### config.mk
export PLATFORM = sky130hd
export DESIGN_NAME = ram_wb_buffer_flat
export DESIGN_NICKNAME = d
export VERILOG_FILES = /design/src/rtl/ram_wb_buffer_if.sv /design/src/rtl/ram_wb_buffer.sv /design/src/flat_wrapper.sv
export SDC_FILE = /design/constraint.sdc
export NUM_CORES = 1
export LEC_CHECK = 0
export CAP_MARGIN = 20
export CORE_MARGIN = 5
export CORE_UTILIZATION = 40
export DETAILED_ROUTE_END_ITERATION = 7
export SLEW_MARGIN = 20
export SYNTH_ARGS = -nofsm -noshare
export SYNTH_HDL_FRONTEND = slang
export SYNTH_SLANG_ARGS = --single-unit
### constraint.sdc
create_clock -name clk -period 6.6 [get_ports clk]
set_input_delay 0.66 -clock clk [delete_from_list [all_inputs] [get_ports clk]]
set_output_delay 0.66 -clock clk [all_outputs]
set_load 0.02 [all_outputs]
### src/rtl/ram_wb_buffer_if.sv
// Signal bundle for ram_wb_buffer: command port, MXU result port, RAM write port, status.
// slave is the buffer's view of the bundle; master is the view of whoever drives it.
interface ram_wb_buffer_if;
    logic         ctrl_wb_vld;
    logic         ctrl_wb_rdy;
    logic [7:0]   ctrl_wb_start_addr;
    logic [3:0]   ctrl_wb_ent_num;
    logic         ctrl_wb_dir;

    logic [15:0]  mxu_wb_vld;
    logic [127:0] mxu_wb_data;
    logic         mxu_wb_last;
    logic         mxu_wb_rdy;

    logic         ram_write_vld;
    logic [7:0]   ram_write_addr;
    logic [127:0] ram_write_data;
    logic [15:0]  ram_write_strb;
    logic         ram_write_rdy;

    logic         wb_busy;
    logic         wb_done;

    modport slave (
        input  ctrl_wb_vld, ctrl_wb_start_addr, ctrl_wb_ent_num, ctrl_wb_dir,
        input  mxu_wb_vld, mxu_wb_data, mxu_wb_last,
        input  ram_write_rdy,
        output ctrl_wb_rdy, mxu_wb_rdy,
        output ram_write_vld, ram_write_addr, ram_write_data, ram_write_strb,
        output wb_busy, wb_done
    );

    modport master (
        output ctrl_wb_vld, ctrl_wb_start_addr, ctrl_wb_ent_num, ctrl_wb_dir,
        output mxu_wb_vld, mxu_wb_data, mxu_wb_last,
        output ram_write_rdy,
        input  ctrl_wb_rdy, mxu_wb_rdy,
        input  ram_write_vld, ram_write_addr, ram_write_data, ram_write_strb,
        input  wb_busy, wb_done
    );
endinterface

### src/rtl/ram_wb_buffer.sv
// Write-back buffer from the MXU to on-chip RAM. Byte-lane-valid result beats are merged
// into 16-byte lines; closed lines queue in a small FIFO and leave as strobed RAM writes
// whose line address walks up or down from the programmed start address.
module ram_wb_buffer #(
    parameter int FIFO_DEPTH = 4,
    parameter int LINE_BYTES = 16
) (
    input  logic           clk,
    input  logic           rst,
    ram_wb_buffer_if.slave wb
);
    localparam int DATA_W = LINE_BYTES * 8;
    localparam int PTR_W  = $clog2(FIFO_DEPTH);
    localparam int CNT_W  = PTR_W + 1;

    typedef enum logic [1:0] {
        IDLE,
        COLLECT,
        DRAIN
    } state_t;

    typedef struct packed {
        logic [7:0]            addr;
        logic [DATA_W-1:0]     data;
        logic [LINE_BYTES-1:0] strb;
    } line_t;

    state_t state, state_nxt;

    // Registered command fields and per-transfer progress
    logic [7:0] cmd_start_addr;
    logic [3:0] cmd_ent_num;
    logic       cmd_dir;
    logic [3:0] line_cnt;
    logic [7:0] addr_offset;

    // Line under assembly and its merge with the incoming beat
    logic [DATA_W-1:0]     asm_data;
    logic [LINE_BYTES-1:0] asm_strb;
    logic [DATA_W-1:0]     merged_data;
    logic [LINE_BYTES-1:0] merged_strb;

    // Closed-line FIFO
    line_t            fifo_mem [FIFO_DEPTH];
    logic [PTR_W-1:0] wr_ptr;
    logic [PTR_W-1:0] rd_ptr;
    logic [CNT_W-1:0] fifo_cnt;
    line_t            push_line;
    line_t            head;

    logic fifo_empty;
    logic fifo_full;
    logic cmd_accept;
    logic beat_accept;
    logic line_close;
    logic last_line;
    logic push;
    logic pop;
    logic mxu_rdy;

    assign fifo_empty  = (fifo_cnt == '0);
    assign fifo_full   = (fifo_cnt == CNT_W'(FIFO_DEPTH));
    assign cmd_accept  = (state == IDLE) && wb.ctrl_wb_vld;
    assign beat_accept = (|wb.mxu_wb_vld) && mxu_rdy;
    assign merged_strb = asm_strb | wb.mxu_wb_vld;
    assign line_close  = beat_accept && ((merged_strb == '1) || wb.mxu_wb_last);
    assign last_line   = (line_cnt == cmd_ent_num);
    assign push        = line_close;
    assign pop         = !fifo_empty && wb.ram_write_rdy;
    assign wb.mxu_wb_rdy = mxu_rdy;

    // State register
    always_ff @(posedge clk) begin
        // NOTE: sequential state uses non-blocking assignments so every flop samples pre-edge values.
        if (rst) state <= IDLE;
        else     state <= state_nxt;
    end

    // Next-state logic
    always_comb begin
        // NOTE: default first so no path through this block leaves a variable unassigned (no latch).
        state_nxt = state;
        case (state)
            IDLE:    if (wb.ctrl_wb_vld)          state_nxt = COLLECT;
            COLLECT: if (line_close && last_line) state_nxt = DRAIN;
            DRAIN:   if (fifo_empty)              state_nxt = IDLE;
            default:                              state_nxt = IDLE;
        endcase
    end

    // FSM outputs; mxu_rdy depends only on registered state, never on ram_write_rdy
    always_comb begin
        wb.ctrl_wb_rdy = 1'b0;
        wb.wb_busy     = 1'b1;
        wb.wb_done     = 1'b0;
        mxu_rdy        = 1'b0;
        case (state)
            IDLE: begin
                wb.ctrl_wb_rdy = 1'b1;
                wb.wb_busy     = 1'b0;
            end
            COLLECT: mxu_rdy    = !fifo_full;
            DRAIN:   wb.wb_done = fifo_empty;
            default: ;
        endcase
    end

    // Byte merge: valid lanes of the beat overwrite the assembly bytes
    always_comb begin
        merged_data = asm_data;
        for (int k = 0; k < LINE_BYTES; k++) begin
            if (wb.mxu_wb_vld[k]) merged_data[8*k +: 8] = wb.mxu_wb_data[8*k +: 8];
        end
    end

    // Command capture, line assembly, line counter and address offset
    always_ff @(posedge clk) begin
        if (rst) begin
            cmd_start_addr <= '0;
            cmd_ent_num    <= '0;
            cmd_dir        <= 1'b0;
            line_cnt       <= '0;
            addr_offset    <= '0;
            asm_data       <= '0;
            asm_strb       <= '0;
        end else if (cmd_accept) begin
            cmd_start_addr <= wb.ctrl_wb_start_addr;
            cmd_ent_num    <= wb.ctrl_wb_ent_num;
            cmd_dir        <= wb.ctrl_wb_dir;
            line_cnt       <= '0;
            addr_offset    <= '0;
            asm_data       <= '0;
            asm_strb       <= '0;
        end else if (line_close) begin
            asm_data    <= '0;
            asm_strb    <= '0;
            line_cnt    <= line_cnt + 4'd1;
            addr_offset <= cmd_dir ? addr_offset - 8'd1 : addr_offset + 8'd1;
        end else if (beat_accept) begin
            asm_data <= merged_data;
            asm_strb <= merged_strb;
        end
    end

    // Line entering the FIFO; the address wraps modulo 256 in both directions
    always_comb begin
        push_line.addr = cmd_start_addr + addr_offset;
        push_line.data = merged_data;
        push_line.strb = merged_strb;
    end

    // FIFO storage
    always_ff @(posedge clk) begin
        // NOTE: storage is not reset; fifo_cnt alone says which entries are live.
        if (push) fifo_mem[wr_ptr] <= push_line;
    end

    // FIFO pointers and occupancy; push and pop together leave the count unchanged
    always_ff @(posedge clk) begin
        if (rst) begin
            wr_ptr   <= '0;
            rd_ptr   <= '0;
            fifo_cnt <= '0;
        end else begin
            if (push) wr_ptr <= wr_ptr + PTR_W'(1);
            if (pop)  rd_ptr <= rd_ptr + PTR_W'(1);
            case ({push, pop})
                2'b10:   fifo_cnt <= fifo_cnt + CNT_W'(1);
                2'b01:   fifo_cnt <= fifo_cnt - CNT_W'(1);
                default: fifo_cnt <= fifo_cnt;
            endcase
        end
    end

    // RAM request: FIFO head while non-empty, all zero otherwise
    always_comb begin
        head              = fifo_mem[rd_ptr];
        wb.ram_write_vld  = !fifo_empty;
        wb.ram_write_addr = '0;
        wb.ram_write_data = '0;
        wb.ram_write_strb = '0;
        if (!fifo_empty) begin
            wb.ram_write_addr = head.addr;
            wb.ram_write_data = head.data;
            wb.ram_write_strb = head.strb;
        end
    end
endmodule
### src/flat_wrapper.sv
// flat-port wrapper written by rule: the top's interface ports become plain ports
module ram_wb_buffer_flat 
#(
    parameter int FIFO_DEPTH = 4,
    parameter int LINE_BYTES = 16
)
  (clk, rst, wb_ctrl_wb_vld, wb_ctrl_wb_start_addr, wb_ctrl_wb_ent_num, wb_ctrl_wb_dir, wb_mxu_wb_vld, wb_mxu_wb_data, wb_mxu_wb_last, wb_ram_write_rdy, wb_ctrl_wb_rdy, wb_mxu_wb_rdy, wb_ram_write_vld, wb_ram_write_addr, wb_ram_write_data, wb_ram_write_strb, wb_wb_busy, wb_wb_done);
  ram_wb_buffer_if wb_i ();
  input  logic clk;
  input  logic rst;
  input wire logic [$bits(wb_i.ctrl_wb_vld)-1:0] wb_ctrl_wb_vld;
  input wire logic [$bits(wb_i.ctrl_wb_start_addr)-1:0] wb_ctrl_wb_start_addr;
  input wire logic [$bits(wb_i.ctrl_wb_ent_num)-1:0] wb_ctrl_wb_ent_num;
  input wire logic [$bits(wb_i.ctrl_wb_dir)-1:0] wb_ctrl_wb_dir;
  input wire logic [$bits(wb_i.mxu_wb_vld)-1:0] wb_mxu_wb_vld;
  input wire logic [$bits(wb_i.mxu_wb_data)-1:0] wb_mxu_wb_data;
  input wire logic [$bits(wb_i.mxu_wb_last)-1:0] wb_mxu_wb_last;
  input wire logic [$bits(wb_i.ram_write_rdy)-1:0] wb_ram_write_rdy;
  output wire logic [$bits(wb_i.ctrl_wb_rdy)-1:0] wb_ctrl_wb_rdy;
  output wire logic [$bits(wb_i.mxu_wb_rdy)-1:0] wb_mxu_wb_rdy;
  output wire logic [$bits(wb_i.ram_write_vld)-1:0] wb_ram_write_vld;
  output wire logic [$bits(wb_i.ram_write_addr)-1:0] wb_ram_write_addr;
  output wire logic [$bits(wb_i.ram_write_data)-1:0] wb_ram_write_data;
  output wire logic [$bits(wb_i.ram_write_strb)-1:0] wb_ram_write_strb;
  output wire logic [$bits(wb_i.wb_busy)-1:0] wb_wb_busy;
  output wire logic [$bits(wb_i.wb_done)-1:0] wb_wb_done;
  assign wb_i.ctrl_wb_vld = wb_ctrl_wb_vld;
  assign wb_i.ctrl_wb_start_addr = wb_ctrl_wb_start_addr;
  assign wb_i.ctrl_wb_ent_num = wb_ctrl_wb_ent_num;
  assign wb_i.ctrl_wb_dir = wb_ctrl_wb_dir;
  assign wb_i.mxu_wb_vld = wb_mxu_wb_vld;
  assign wb_i.mxu_wb_data = wb_mxu_wb_data;
  assign wb_i.mxu_wb_last = wb_mxu_wb_last;
  assign wb_i.ram_write_rdy = wb_ram_write_rdy;
  assign wb_ctrl_wb_rdy = wb_i.ctrl_wb_rdy;
  assign wb_mxu_wb_rdy = wb_i.mxu_wb_rdy;
  assign wb_ram_write_vld = wb_i.ram_write_vld;
  assign wb_ram_write_addr = wb_i.ram_write_addr;
  assign wb_ram_write_data = wb_i.ram_write_data;
  assign wb_ram_write_strb = wb_i.ram_write_strb;
  assign wb_wb_busy = wb_i.wb_busy;
  assign wb_wb_done = wb_i.wb_done;
  ram_wb_buffer #(.FIFO_DEPTH(FIFO_DEPTH), .LINE_BYTES(LINE_BYTES)) u_core (.clk(clk), .rst(rst), .wb(wb_i));
endmodule
* Word level (Yosys, flattened, before mapping)
Memories as Yosys holds them, arrays and structs flattened. A register that Yosys moved wholly into a read port is not among the register bits. Index checks and enable logic that the tools add are counted.
Cells by class: add/sub/neg operators 8, equality and inequality tests 10, muxes and demuxes 33, bitwise operators 1, reduce and logical (&&, ||, !) cells 15
Operators with widths (number):
- $mux 8 | 18
- $mux 128 | 1
- $eq 16x16->1 const B | 1
- $mux 16 | 1
- $or 16x16->16 | 1
- $reduce_or 16->1 | 1
- $mux 2 | 5
- $add 8x1->8 const B | 1
- $add 8x8->8 | 1
- $sub 8x1->8 const B | 1
- $mux 1 | 6
- $pmux 2 s3 | 1
- $pmux 3 s2 | 1
- $logic_and 1x1->1 | 5
- $add 2x1->2 const B | 2
- $add 4x1->4 const B | 1
- $eq 2x1->1 const B | 2
- $eq 2x2->1 const B | 2
- $eq 4x4->1 | 1
- $ne 2x1->1 const B | 2
- $add 3x1->3 const B | 1
- $eq 3x3->1 const B | 1
- $logic_not 3->1 | 1
- $reduce_and 3->1 | 1
- other kinds (8) | 9
Storage, ports and cells: register bits after elaboration 178, memory bits (writable) 608, output and inout port bits 157, logic and storage cells 79, memories kept 1
Memory list:
- u_core.fifo_mem | depth 4, width 152, read ports 1, clocked after Yosys merged registers in 1, wr ports 1, RTL line ram_wb_buffer.sv:44 | line_t fifo_mem [FIFO_DEPTH];

* Longest topological paths before layout
Gate-level depths: netlist of the first run.
depth in word-level cells 8, depth in mapped cells 13, mapped depth without buffers 11

* Worst setup path after synthesis of the first run
OpenSTA, ideal clock, no wires.
kind input -> register, start input port wb_mxu_wb_vld[13], end memory u_core.fifo_mem[1][0] in the netlist's numbering, enable pin, library setup time 530 ps, arrival time 5219 ps, data required time 6070 ps, setup slack 851 ps, stages on the path 9, buffers on the path 4, cell sequence buf_2 > nor4_1 > nand4_1 > and2_1 > buf_6 > nor2b_4 > buf_6 > buf_4 > and2_1
On the way: longest elaborated chain between the ends 6
Ends and longest elaborated chain:
- start: declaration | RTL line flat_wrapper.sv:15 | input wire logic [$bits(wb_i.mxu_wb_vld)-1:0] wb_mxu_wb_vld;
- $or 16x16->16 | RTL line ram_wb_buffer.sv:65 | assign merged_strb = asm_strb | wb.mxu_wb_vld;
- $eq 16x16->1 | RTL line ram_wb_buffer.sv:66 | assign line_close = beat_accept && ((merged_strb == '1) || wb.mxu_wb_last);
- $logic_or 1x1->1 | RTL line ram_wb_buffer.sv:66
- $logic_and 1x1->1 * | RTL line ram_wb_buffer.sv:66
- $mux 1 * | RTL line ram_wb_buffer.sv:155 | if (push) fifo_mem[wr_ptr] <= push_line;
- $mux 1 (implied by the code) * | RTL line ram_wb_buffer.sv:155
- end: declaration | RTL line ram_wb_buffer.sv:44
Mark *: on every way between the ends. The rest lies on a longest branch, timed or not.

* Worst setup path after layout of the first run
start register u_core.fifo_cnt[0], end output port wb_ram_write_strb[1]
On the way: longest elaborated chain between the ends 2
Ends and longest elaborated chain:
- start: declaration | RTL line ram_wb_buffer.sv:47 | logic [CNT_W-1:0] fifo_cnt;
- start signal: assignment | RTL line ram_wb_buffer.sv:168 | 2'b10: fifo_cnt <= fifo_cnt + CNT_W'(1);
- start signal: assignment | RTL line ram_wb_buffer.sv:169 | 2'b01: fifo_cnt <= fifo_cnt - CNT_W'(1);
- start signal: assignment | RTL line ram_wb_buffer.sv:170 | default: fifo_cnt <= fifo_cnt;
- $logic_not 3->1 | RTL line ram_wb_buffer.sv:61 | assign fifo_empty = (fifo_cnt == '0);
- $mux 16 | RTL line ram_wb_buffer.sv:182 | if (!fifo_empty) begin
- end: declaration | RTL line flat_wrapper.sv:24 | output wire logic [$bits(wb_i.ram_write_strb)-1:0] wb_ram_write_strb;
No other way between the ends.

==> results of run 1 <==
## area by class of cell
type,instances,area [sq um]
Sequential cell,788,21870
Inverter,15,58.81
Tap cell,1050,1314
Fill cell,6588,40030
Clock inverter,35,394.1
Timing Repair Buffer,340,3486
Clock buffer,117,2344
Antenna cell,2,5.005
Multi-Input combinational cell,928,9240
## metrics by stage
step | power [W] | hold WS, ps
finish | 0.01363 | 465.3
global route | 0.01421 | 497.1
CTS | 0.01386 | 467.9
detailed placement | 0.009214 | 452.3
global placement | 0.009191 | 441.0
floorplan | 0.007697 | 429.0
## power breakdown
group	internal, W	total [W]	switching, W
combinational	0.00158	0.00340	0.00183
clock	0.00276	0.00462	0.00186
sequential	0.00551	0.00561	0.000101
## registers in the layout, summed over array words and instances (netlist names), 3 cells and up, named ones only
name	cells
u_core.asm_strb	16
u_core.cmd_start_addr	8
u_core.line_cnt	4
u_core.asm_data	128
u_core.fifo_mem	608
u_core.addr_offset	8
u_core.cmd_ent_num	4
u_core.fifo_cnt	3
## cells by family (layout without fill, tap and decap cells)
logic type / Yosys count / after routing / synth area share
simple gates: 410 / 410 / 0.06836
compound gates: 59 / 59 / 0.01086
fa+ha+maj: 22 / 22 / 0.009399
mux: 413 / 413 / 0.1956
buf+inv: 121 / 507 / 0.01915
xor+xnor: 24 / 24 / 0.006635
other cells: 0 / 2 / 0
flops: 788 / 788 / 0.6900
## per-layer routing
metal  global-route usage  wire length (um)  vias to the layer above
met1               0.2307             32050                     8592
met4              0.04930              1674                        0
met3              0.03204              3900                       96
li1                     -                 -                     7599
met5                    0                 0                        -
met2               0.2897             37160                      423
## placed cells by master, fill, tap and decap left out, types with 11 or more instances in the layout
master,instances
mux2_2,128
clkbuf_1,19
nand2_1,35
ha_1,19
clkinv_2,15
xnor2_1,15
or2_2,14
buf_4,11
dfxtp_1,178
and2_1,153
edfxtp_1,608
mux2i_1,133
nor2_1,151
clkdlybuf4s50_1,318
clkbuf_8,16
a21oi_1,40
clkbuf_16,82
buf_12,11
inv_1,11
mux4_2,152
## Yosys cell counts, types with 2 or more instances
library cell  instances
edfxtp_1            608
dfxtp_1             180
and2_1              158
mux4_2              152
nor2_1              151
mux2i_1             133
mux2_2              128
buf_2                48
a21oi_1              40
clkbuf_1             39
nand2_1              35
ha_1                 19
xnor2_1              15
or2_2                14
inv_1                11
nor2_2               10
nor2_4               10
xor2_1                9
buf_6                 8
o21ai_0               6
buf_1                 5
buf_4                 5
nand3_1               5
nor4_1                5
and4_1                4
fa_1                  3
inv_2                 3
nand2b_1              3
or3_1                 3
a21o_1                2
nor2b_1               2
nor3_1                2
nor3b_1               2
o41ai_1               2
or2_1                 2
## how the worst min path moves through the flow
stage / from / end / slack (ps) / depth (start not counted)
2_1_floorplan: u_core.asm_strb[4] / u_core.asm_strb[4] / 430 / 2
4_1_cts: u_core.asm_strb[7] / u_core.asm_strb[7] / 470 / 2
6_report: u_core.asm_strb[13] / u_core.asm_strb[13] / 470 / 2
3_5_place_dp: u_core.asm_strb[5] / u_core.asm_strb[5] / 450 / 2
3_3_place_gp: u_core.asm_strb[15] / u_core.asm_strb[15] / 440 / 2
5_1_grt: u_core.asm_strb[15] / u_core.asm_strb[15] / 500 / 2
## worst max-delay path, cell delays in order (launching register included)
cell and delay, ps:
dfxtp_1 390, or3_4 760, buf_4 770, and2_1 400, clkdlybuf4s50_1 660
==> flow_metrics.py, run 1 <==
metrics = {
    "global_route": {
        "antenna_found_initial": 5,
        "gr-total-overflow": 0,
        "first_global_vias": 17620,
        "grt_pass1_wl_mm": 111.7,
        "track_usage": 0.1721,
        "grt_max_degree": 109,
    },
    "critical_path": {
        "crit_arrival_ps": 3670,
        "ff2ff_setup_slack_ps": 2870,
        "r2r_start": "u_core.fifo_cnt[0]",
        "worst_r2r_path_depth": 9,
        "path_max_fanout": 87,
        "cp.required_ps": 5940,
        "crit_path_start_kind": "register",
        "r2r_end": "u_core.fifo_cnt[2]",
        "cp-endpoint": "wb_ram_write_strb[1]",
        "crit_start": "u_core.fifo_cnt[0]",
        "endpoint_kind": "primary output",
        "criticalPathCategory": "reg -> out",
    },
    "drt": {
        "routedWlPerCell_um": 22.83,
        "drc_errors": 0,
        "initialDrtViolationCount": 982,
        "viasPerCell": 5.102,
        "vias": 16710,
        "drtPass1Iterations": 5,
        "final_antenna_net_count": 0,
        "drt-total-wl_mm": 74.78,
    },
    "placement": {
        "place_area_sq_um": 35970,
        "place_inst": 3121,
        "gp_congestion": 0.7687,
        "hpwl_mm": 44.35,
        "post-place-ws_ps": 2006,
        "io_buffers": 318,
    },
    "clock_network": {
        "cts_buffer_depth": 3,
        "cts_made_buffers": 81,
        "cts_hold_buffers": 0,
        "clockRootBuffer": "clkbuf_16",
        "cts_tree": "done",
        "cts_htree_levels": 3,
        "cts.sinks": 788,
        "clock_latency_ps": 630,
        "clkTransAtPathRegs_ps": 60,
        "cts_setup_buffers": 0,
        "ctsResizeCount": 0,
    },
    "sta": {
        "postLayoutSetupSlackWorst_ps": 2266,
        "slew_headroom": 0.3065,
        "fmax_mhz": 230.7,
        "rsz0062_at_grt": "no",
        "tns_ps": 0,
        "finalSetupViolations": 0,
        "slew_violations": 0,
        "hold_viol_final": 0,
        "post-route-min-period_ps": 4334,
        "fin_crit_sh": 0.6567,
        "worst_slew_pin_slew_ps": 1040,
        "clock_skew_ps": 34.50,
    },
    "pwr": {
        "p_leak_nw": 12.80,
        "powerDensity_nw_per_um2": 352.2,
        "vdd_drop_max_uv": 200.6,
    },
    "floorplan": {
        "row_count": 103,
        "coreArea_sq_um": 78740,
        "die_x_um": 291.4,
        "die-area_sq_um": 84930,
        "io_pins": 319,
        "start_util": 0.4023,
        "die_h_um": 291.4,
    },
    "logic_synthesis": {
        "synth_edf_count": 608,
        "async_flop_share": 0,
        "synth_warnings": 0,
        "synth.cell_area_sq_um": 31680,
        "synth-seq-cells": 788,
        "synth_cells": 1837,
        "yosysSeqAreaShare": 0.6900,
        "syn_nets": 2021,
        "netlist_top_cells_area": "edfxtp_1 58%, dfxtp_1 11%, mux4_2 11%",
        "ys.flop_type": "edfxtp_1",
        "syn_avg_cell_area_sq_um": 17.25,
        "synth_top_area_frac": 0.5763,
        "yosys.cell_types.count": 50,
        "synth_top_area_cell": "edfxtp_1",
    },
    "layout": {
        "drive_above_1_share": 0.2164,
        "fin_cells": 3275,
        "nNetsFinal": 2338,
        "post-route-util": 0.4916,
        "stdcell_area_sq_um": 38710,
        "syn_to_final_growth_pct": 22.18,
    },
    "outcome": {
        "status": "finished clean",
    },
    "hold_path": {
        "hp-class": "reg -> reg",
    },
    "job": {
        "maxCapViolCount": 0,
    },
}
Power figures use the tool's default switching activity.
==> run 2: changes to the inputs <==
==> constraint.sdc (replaced) <==
create_clock -name clk -period 3.5 [get_ports clk]
set_input_delay 0.35 -clock clk [delete_from_list [all_inputs] [get_ports clk]]
set_output_delay 0.35 -clock clk [all_outputs]
set_load 0.02 [all_outputs]
==> run 2 against run 1 <==
Against the previous run:
- sequential power rose by 87%
- count of clock-buffer cells in the layout fell by 5
- clock power rose by 80%
- power rose by 87%
- sequential cell count did not move
==> flow_metrics.py, run 2 (same netlist as run 1, synthesis figures left out) <==
metrics = {
    "outcome": {
        "status": "finished clean",
    },
    "clock_network": {
        "clockRootBuffer": "clkbuf_16",
        "cts_setup_buffers": 0,
        "cts_made_buffers": 82,
        "clock_latency_ps": 610,
        "ctsResizeCount": 0,
        "cts_htree_levels": 3,
        "cts_tree": "done",
        "cts_hold_buffers": 0,
        "cts_buffer_depth": 3,
        "clkTransAtPathRegs_ps": 60,
        "cts.sinks": 788,
    },
    "floorplan": {
        "start_util": 0.4023,
        "io_pins": 319,
        "die_x_um": 291.4,
        "row_count": 103,
        "die-area_sq_um": 84930,
        "coreArea_sq_um": 78740,
        "die_h_um": 291.4,
    },
    "drt": {
        "routedWlPerCell_um": 22.79,
        "drt-total-wl_mm": 75.76,
        "drc_errors": 0,
        "viasPerCell": 5.083,
        "vias": 16900,
        "drtPass1Iterations": 5,
        "final_antenna_net_count": 0,
        "initialDrtViolationCount": 960,
    },
    "job": {
        "maxCapViolCount": 0,
    },
    "critical_path": {
        "crit_arrival_ps": 2830,
        "path_max_fanout": 36,
        "path_cells": "or3_4 > buf_4 > nor3b_1 > clkdlybuf4s50_1",
        "crit_slowest_cell": "clkdlybuf4s50_1",
        "cp.required_ps": 3150,
        "criticalPathCategory": "reg -> out",
        "cp_slowest_stage_delay_ps": 650,
        "endpoint_kind": "primary output",
        "crit_path_start_kind": "register",
    },
    "layout": {
        "drive_above_1_share": 0.2275,
        "layout_common_cells": "608 x edfxtp_1, 318 x clkdlybuf4s50_1, 178 x dfxtp_1",
        "post-route-util": 0.4977,
        "regArea_sq_um": 21870,
        "final_common_cell": "edfxtp_1",
        "multi_input_area_sq_um": 9240,
        "largest_reg_flops": 608,
        "fill_cells": 6597,
        "stdcell_area_sq_um": 39190,
        "syn_to_final_growth_pct": 23.70,
        "nNetsFinal": 2388,
        "regMostFlops": "u_core.fifo_mem",
        "reg_top3": "u_core.fifo_mem x608, u_core.asm_data x128, u_core.asm_strb x16",
    },
    "sta": {
        "slew_headroom": 0.3582,
        "rsz0062_at_grt": "no",
        "tns_ps": 0,
        "post-route-min-period_ps": 3183,
        "hold_slack_ps": 295.4,
        "fin_crit_sh": 0.9094,
        "fmax_mhz": 314.2,
        "worst_slew_pin_slew_ps": 962.7,
        "clock_skew_ps": 15.43,
        "hold_viol_final": 0,
        "slew_violations": 0,
        "finalSetupViolations": 0,
    },
    "placement": {
        "hpwl_mm": 47.58,
        "io_buffers": 318,
        "gp_congestion": 0.7629,
        "place_area_sq_um": 36600,
    },
    "pwr": {
        "p_leak_nw": 13.03,
        "powerDensity_nw_per_um2": 651.3,
        "p_total_w": 0.02552,
        "vdd_drop_max_uv": 365.2,
    },
    "global_route": {
        "first_global_vias": 17930,
        "track_usage": 0.1759,
        "antenna_found_initial": 4,
        "gr-total-overflow": 0,
        "grt_max_degree": 116,
        "grt_pass1_wl_mm": 114.2,
    },
    "hold_path": {
        "hp-class": "in -> reg",
    },
}
## run 2: cell types whose count changed in the layout (fill, tap and decap cells not counted), moves of 2 or more
cell,before,now
buf_12,11,32
clkbuf_8,16,4
clkbuf_16,82,84
clkinv_4,0,3
bufinv_16,7,4
buf_4,11,39
clkbuf_1,19,24
clkinv_1,4,13
## run 2: final timing paths
path | startpoint | end | slack [ps] | cells after the start
min | wb_ctrl_wb_start_addr[7] | u_core.cmd_start_addr[7] | 300 | 3
max | u_core.fifo_cnt[2] | wb_wb_done | 320 | 4
min reg2reg | u_core.asm_strb[8] | u_core.asm_strb[8] | 460 | 2
max reg2reg | u_core.state[0] | u_core.asm_data[27] | 530 | 7
## run 2: cell type report
type | count | share of cell area
clock buffers | 112 | 0.05734
flip-flops and latches | 788 | 0.5580
repair buffers | 389 | 0.1050
clock inverters | 41 | 0.008748
well taps | 1050 | 0.03352
diodes | 1 | 0.00006385
multi-input cells | 928 | 0.2358
inverters | 15 | 0.001501
## run 2: worst max-delay path: cells and delay by family, from the launching register on
family / cells / cell delay [ps]
buffers and inverters: 2 / 1000
DFF: 1 / 340
and+or+nand+nor: 2 / 870
## run 2: routing by layer
| metal | vias to the layer above | GRT usage | wire (um) |
|---|---|---|---|
| li1 | 7725 | - | - |
| met1 | 8726 | 0.2371 | 32600 |
| met2 | 358 | 0.2989 | 38200 |
| met3 | 82 | 0.03365 | 3722 |
| met4 | 6 | 0.04064 | 1195 |
| met5 | - | 0 | 40 |
## run 2: report_power, final
part           internal, W  switching, W  leakage, nW
clock network      0.00482       0.00351         1.27
registers           0.0104      0.000108         7.03
logic              0.00317       0.00352         4.73
total               0.0184       0.00714         13.0
## run 2: per-stage QoR
step,instances,worst slack [ps]
detailed placement,3170,116.4
floorplan,1837,-532.9
finish,3324,317.0
CTS,3323,200.6
global placement,3170,159.5
global route,3323,163.5
==> run 3: changes to the inputs <==
==> constraint.sdc (replaced) <==
create_clock -name clk -period 3.5 [get_ports clk]
set_input_delay 0.875 -clock clk [delete_from_list [all_inputs] [get_ports clk]]
set_output_delay 0.875 -clock clk [all_outputs]
set_load 0.02 [all_outputs]
==> run 3 against run 2 <==
Against the previous run:
- first-iteration DRC count is 11% higher
- register-to-register slack gained 250 ps
- worst hold slack gained 170 ps
- count of clock-buffer cells in the layout fell by 4
- die area did not move
- clock power increased by 2%
- via count up 1.1%
- worst setup slack worse by 190 ps
- critical path depth rose by 2
- routed wire length up 1.7%
- fmax fell by 5.5%
- non-clock buffer count is 37 higher
- largest power group unchanged
==> flow_metrics.py, run 3 (same netlist as run 1, synthesis figures left out) <==
metrics = {
    "placement": {
        "gp_congestion": 0.7740,
        "hpwl_mm": 48.66,
        "io_buffers": 318,
        "place_inst": 3195,
        "place_area_sq_um": 36870,
    },
    "drt": {
        "viasPerCell": 5.073,
        "vias": 17080,
        "drc_errors": 0,
        "final_antenna_net_count": 0,
        "drt-total-wl_mm": 77.06,
        "routedWlPerCell_um": 22.89,
        "drtPass1Iterations": 5,
        "initialDrtViolationCount": 1067,
    },
    "clock_network": {
        "clkTransAtPathRegs_ps": 60,
        "clock_latency_ps": 620,
        "cts_made_buffers": 83,
        "cts_buffer_depth": 3,
        "cts_tree": "done",
        "cts_htree_levels": 3,
        "cts.sinks": 788,
        "clockRootBuffer": "clkbuf_16",
    },
    "hold_path": {
        "hp-class": "reg -> reg",
        "min_to": "u_core.asm_strb[3]",
        "worstHoldPathCells": 2,
        "hp-start": "u_core.asm_strb[3]",
    },
    "layout": {
        "post-route-util": 0.5028,
        "drive_above_1_share": 0.2425,
        "regMostFlops": "u_core.fifo_mem",
        "stdcell_area_sq_um": 39590,
        "largest_reg_flops": 608,
        "nNetsFinal": 2426,
        "syn_to_final_growth_pct": 24.97,
        "layout_common_cells": "608 x edfxtp_1, 178 x dfxtp_1, 168 x clkdlybuf4s50_1",
        "final_common_cell": "edfxtp_1",
        "reg_top3": "u_core.fifo_mem x608, u_core.asm_data x128, u_core.asm_strb x16",
        "fin_cells": 3367,
    },
    "critical_path": {
        "crit_path_start_kind": "register",
        "crit_arrival_ps": 2490,
        "r2r_end": "u_core.asm_data[57]",
        "criticalPathCategory": "reg -> out",
        "endpoint_kind": "primary output",
        "path_max_fanout": 12,
        "cp.required_ps": 2620,
        "ff2ff_setup_slack_ps": 780,
        "r2r_start": "u_core.state[0]",
        "worst_r2r_path_depth": 8,
    },
    "outcome": {
        "status": "finished clean",
    },
    "sta": {
        "fmax_mhz": 296.8,
        "slew_violations": 0,
        "slew_headroom": 0.4726,
        "fin_crit_sh": 0.9626,
        "clock_skew_ps": 22.01,
        "rsz0062_at_grt": "no",
        "finalSetupViolations": 0,
        "post-route-min-period_ps": 3369,
        "worst_slew_pin_slew_ps": 791.2,
        "hold_slack_ps": 460.7,
        "hold_viol_final": 0,
    },
    "floorplan": {
        "start_util": 0.4023,
        "coreArea_sq_um": 78740,
        "die_x_um": 291.4,
        "io_pins": 319,
        "row_count": 103,
        "die_h_um": 291.4,
        "die-area_sq_um": 84930,
    },
    "global_route": {
        "gr-total-overflow": 0,
        "antenna_found_initial": 6,
        "track_usage": 0.1778,
        "grt_max_degree": 92,
        "grt_pass1_wl_mm": 115.5,
        "first_global_vias": 18250,
    },
    "job": {
        "maxCapViolCount": 0,
    },
    "pwr": {
        "powerDensity_nw_per_um2": 647.5,
        "p_leak_nw": 13.96,
        "vdd_drop_max_uv": 408.1,
    },
}
[run 3: cell count changes in the layout (fill, tap and decap cells not counted), moves of 4 or more]
cell             before  now
buf_12               32   40
buf_16                0    5
buf_4                39   59
clkbuf_1             24   20
clkdlybuf4s50_1     318  168
dlygate4sd2_1         0  147
[run 3: final cells by class]
class	count	area, sq um
Multi-Input combinational cell	928	9240
Sequential cell	788	21870
Inverter	15	58.81
Antenna cell	4	10.01
Timing Repair Buffer	426	4439
Clock inverter	48	419.2
Clock buffer	108	2243
Tap cell	1050	1314
Fill cell	6550	39150
[run 3: per-layer routing]
| layer | wire, um | share of wire | global-route usage |
|---|---|---|---|
| met1 | 33070 | 0.43 | 0.2395 |
| met4 | 1168 | 0.015 | 0.04041 |
| met3 | 4451 | 0.058 | 0.03624 |
| met5 | 12 | 0.00016 | 0 |
| met2 | 38360 | 0.50 | 0.3010 |
[run 3: timing repair]
item	in CTS	in global routing
gates cloned	4	0
setup buffers	8	1
gates resized for setup	157	5
setup endpoints to repair	139	12
pin swaps	1	0
hold buffers	0	0
[run 3: worst max-delay path, stage by stage (launching register included)]
cell and delay, ps:
dfxtp_4 400, buf_12 130, buf_12 120, buf_16 180
mux4_2 500, and2_1 210, dlygate4sd2_1 330
[run 3: how the worst max path moves through the flow]
stage / startpoint / to / slack, ps / cells after the start
2_1_floorplan: wb_mxu_wb_vld[13] / u_core.fifo_mem[0][0] / -770 / 9
3_3_place_gp: wb_mxu_wb_vld[11] / u_core.fifo_cnt[2] / -450 / 13
3_5_place_dp: wb_mxu_wb_vld[11] / u_core.fifo_cnt[2] / -440 / 13
4_1_cts: register / wb_ram_write_data[93] / -150 / 5
5_1_grt: register / wb_ram_write_data[39] / 20 / 6
6_report: register / wb_ram_write_data[42] / 130 / 6
[run 3: report_power, final]
part | switching (W) | total [W] | leakage [nW] | internal, W
Combinational | 0.00367 | 0.00662 | 5.62 | 0.00296
Sequential | 0.000110 | 0.0105 | 7.03 | 0.0104
Clock | 0.00353 | 0.00851 | 1.30 | 0.00498
[run 3: stage by stage]
step	TNS, ps	worst slack, ps	total power [W]
after global routing	0	24.72	0.02677
after detailed placement	-121220	-443.2	0.01761
final	0	131.0	0.02563
after CTS	-149.0	-149.0	0.02608
after floorplan	-469470	-772.2	0.01450
after global placement	-126520	-447.4	0.01756
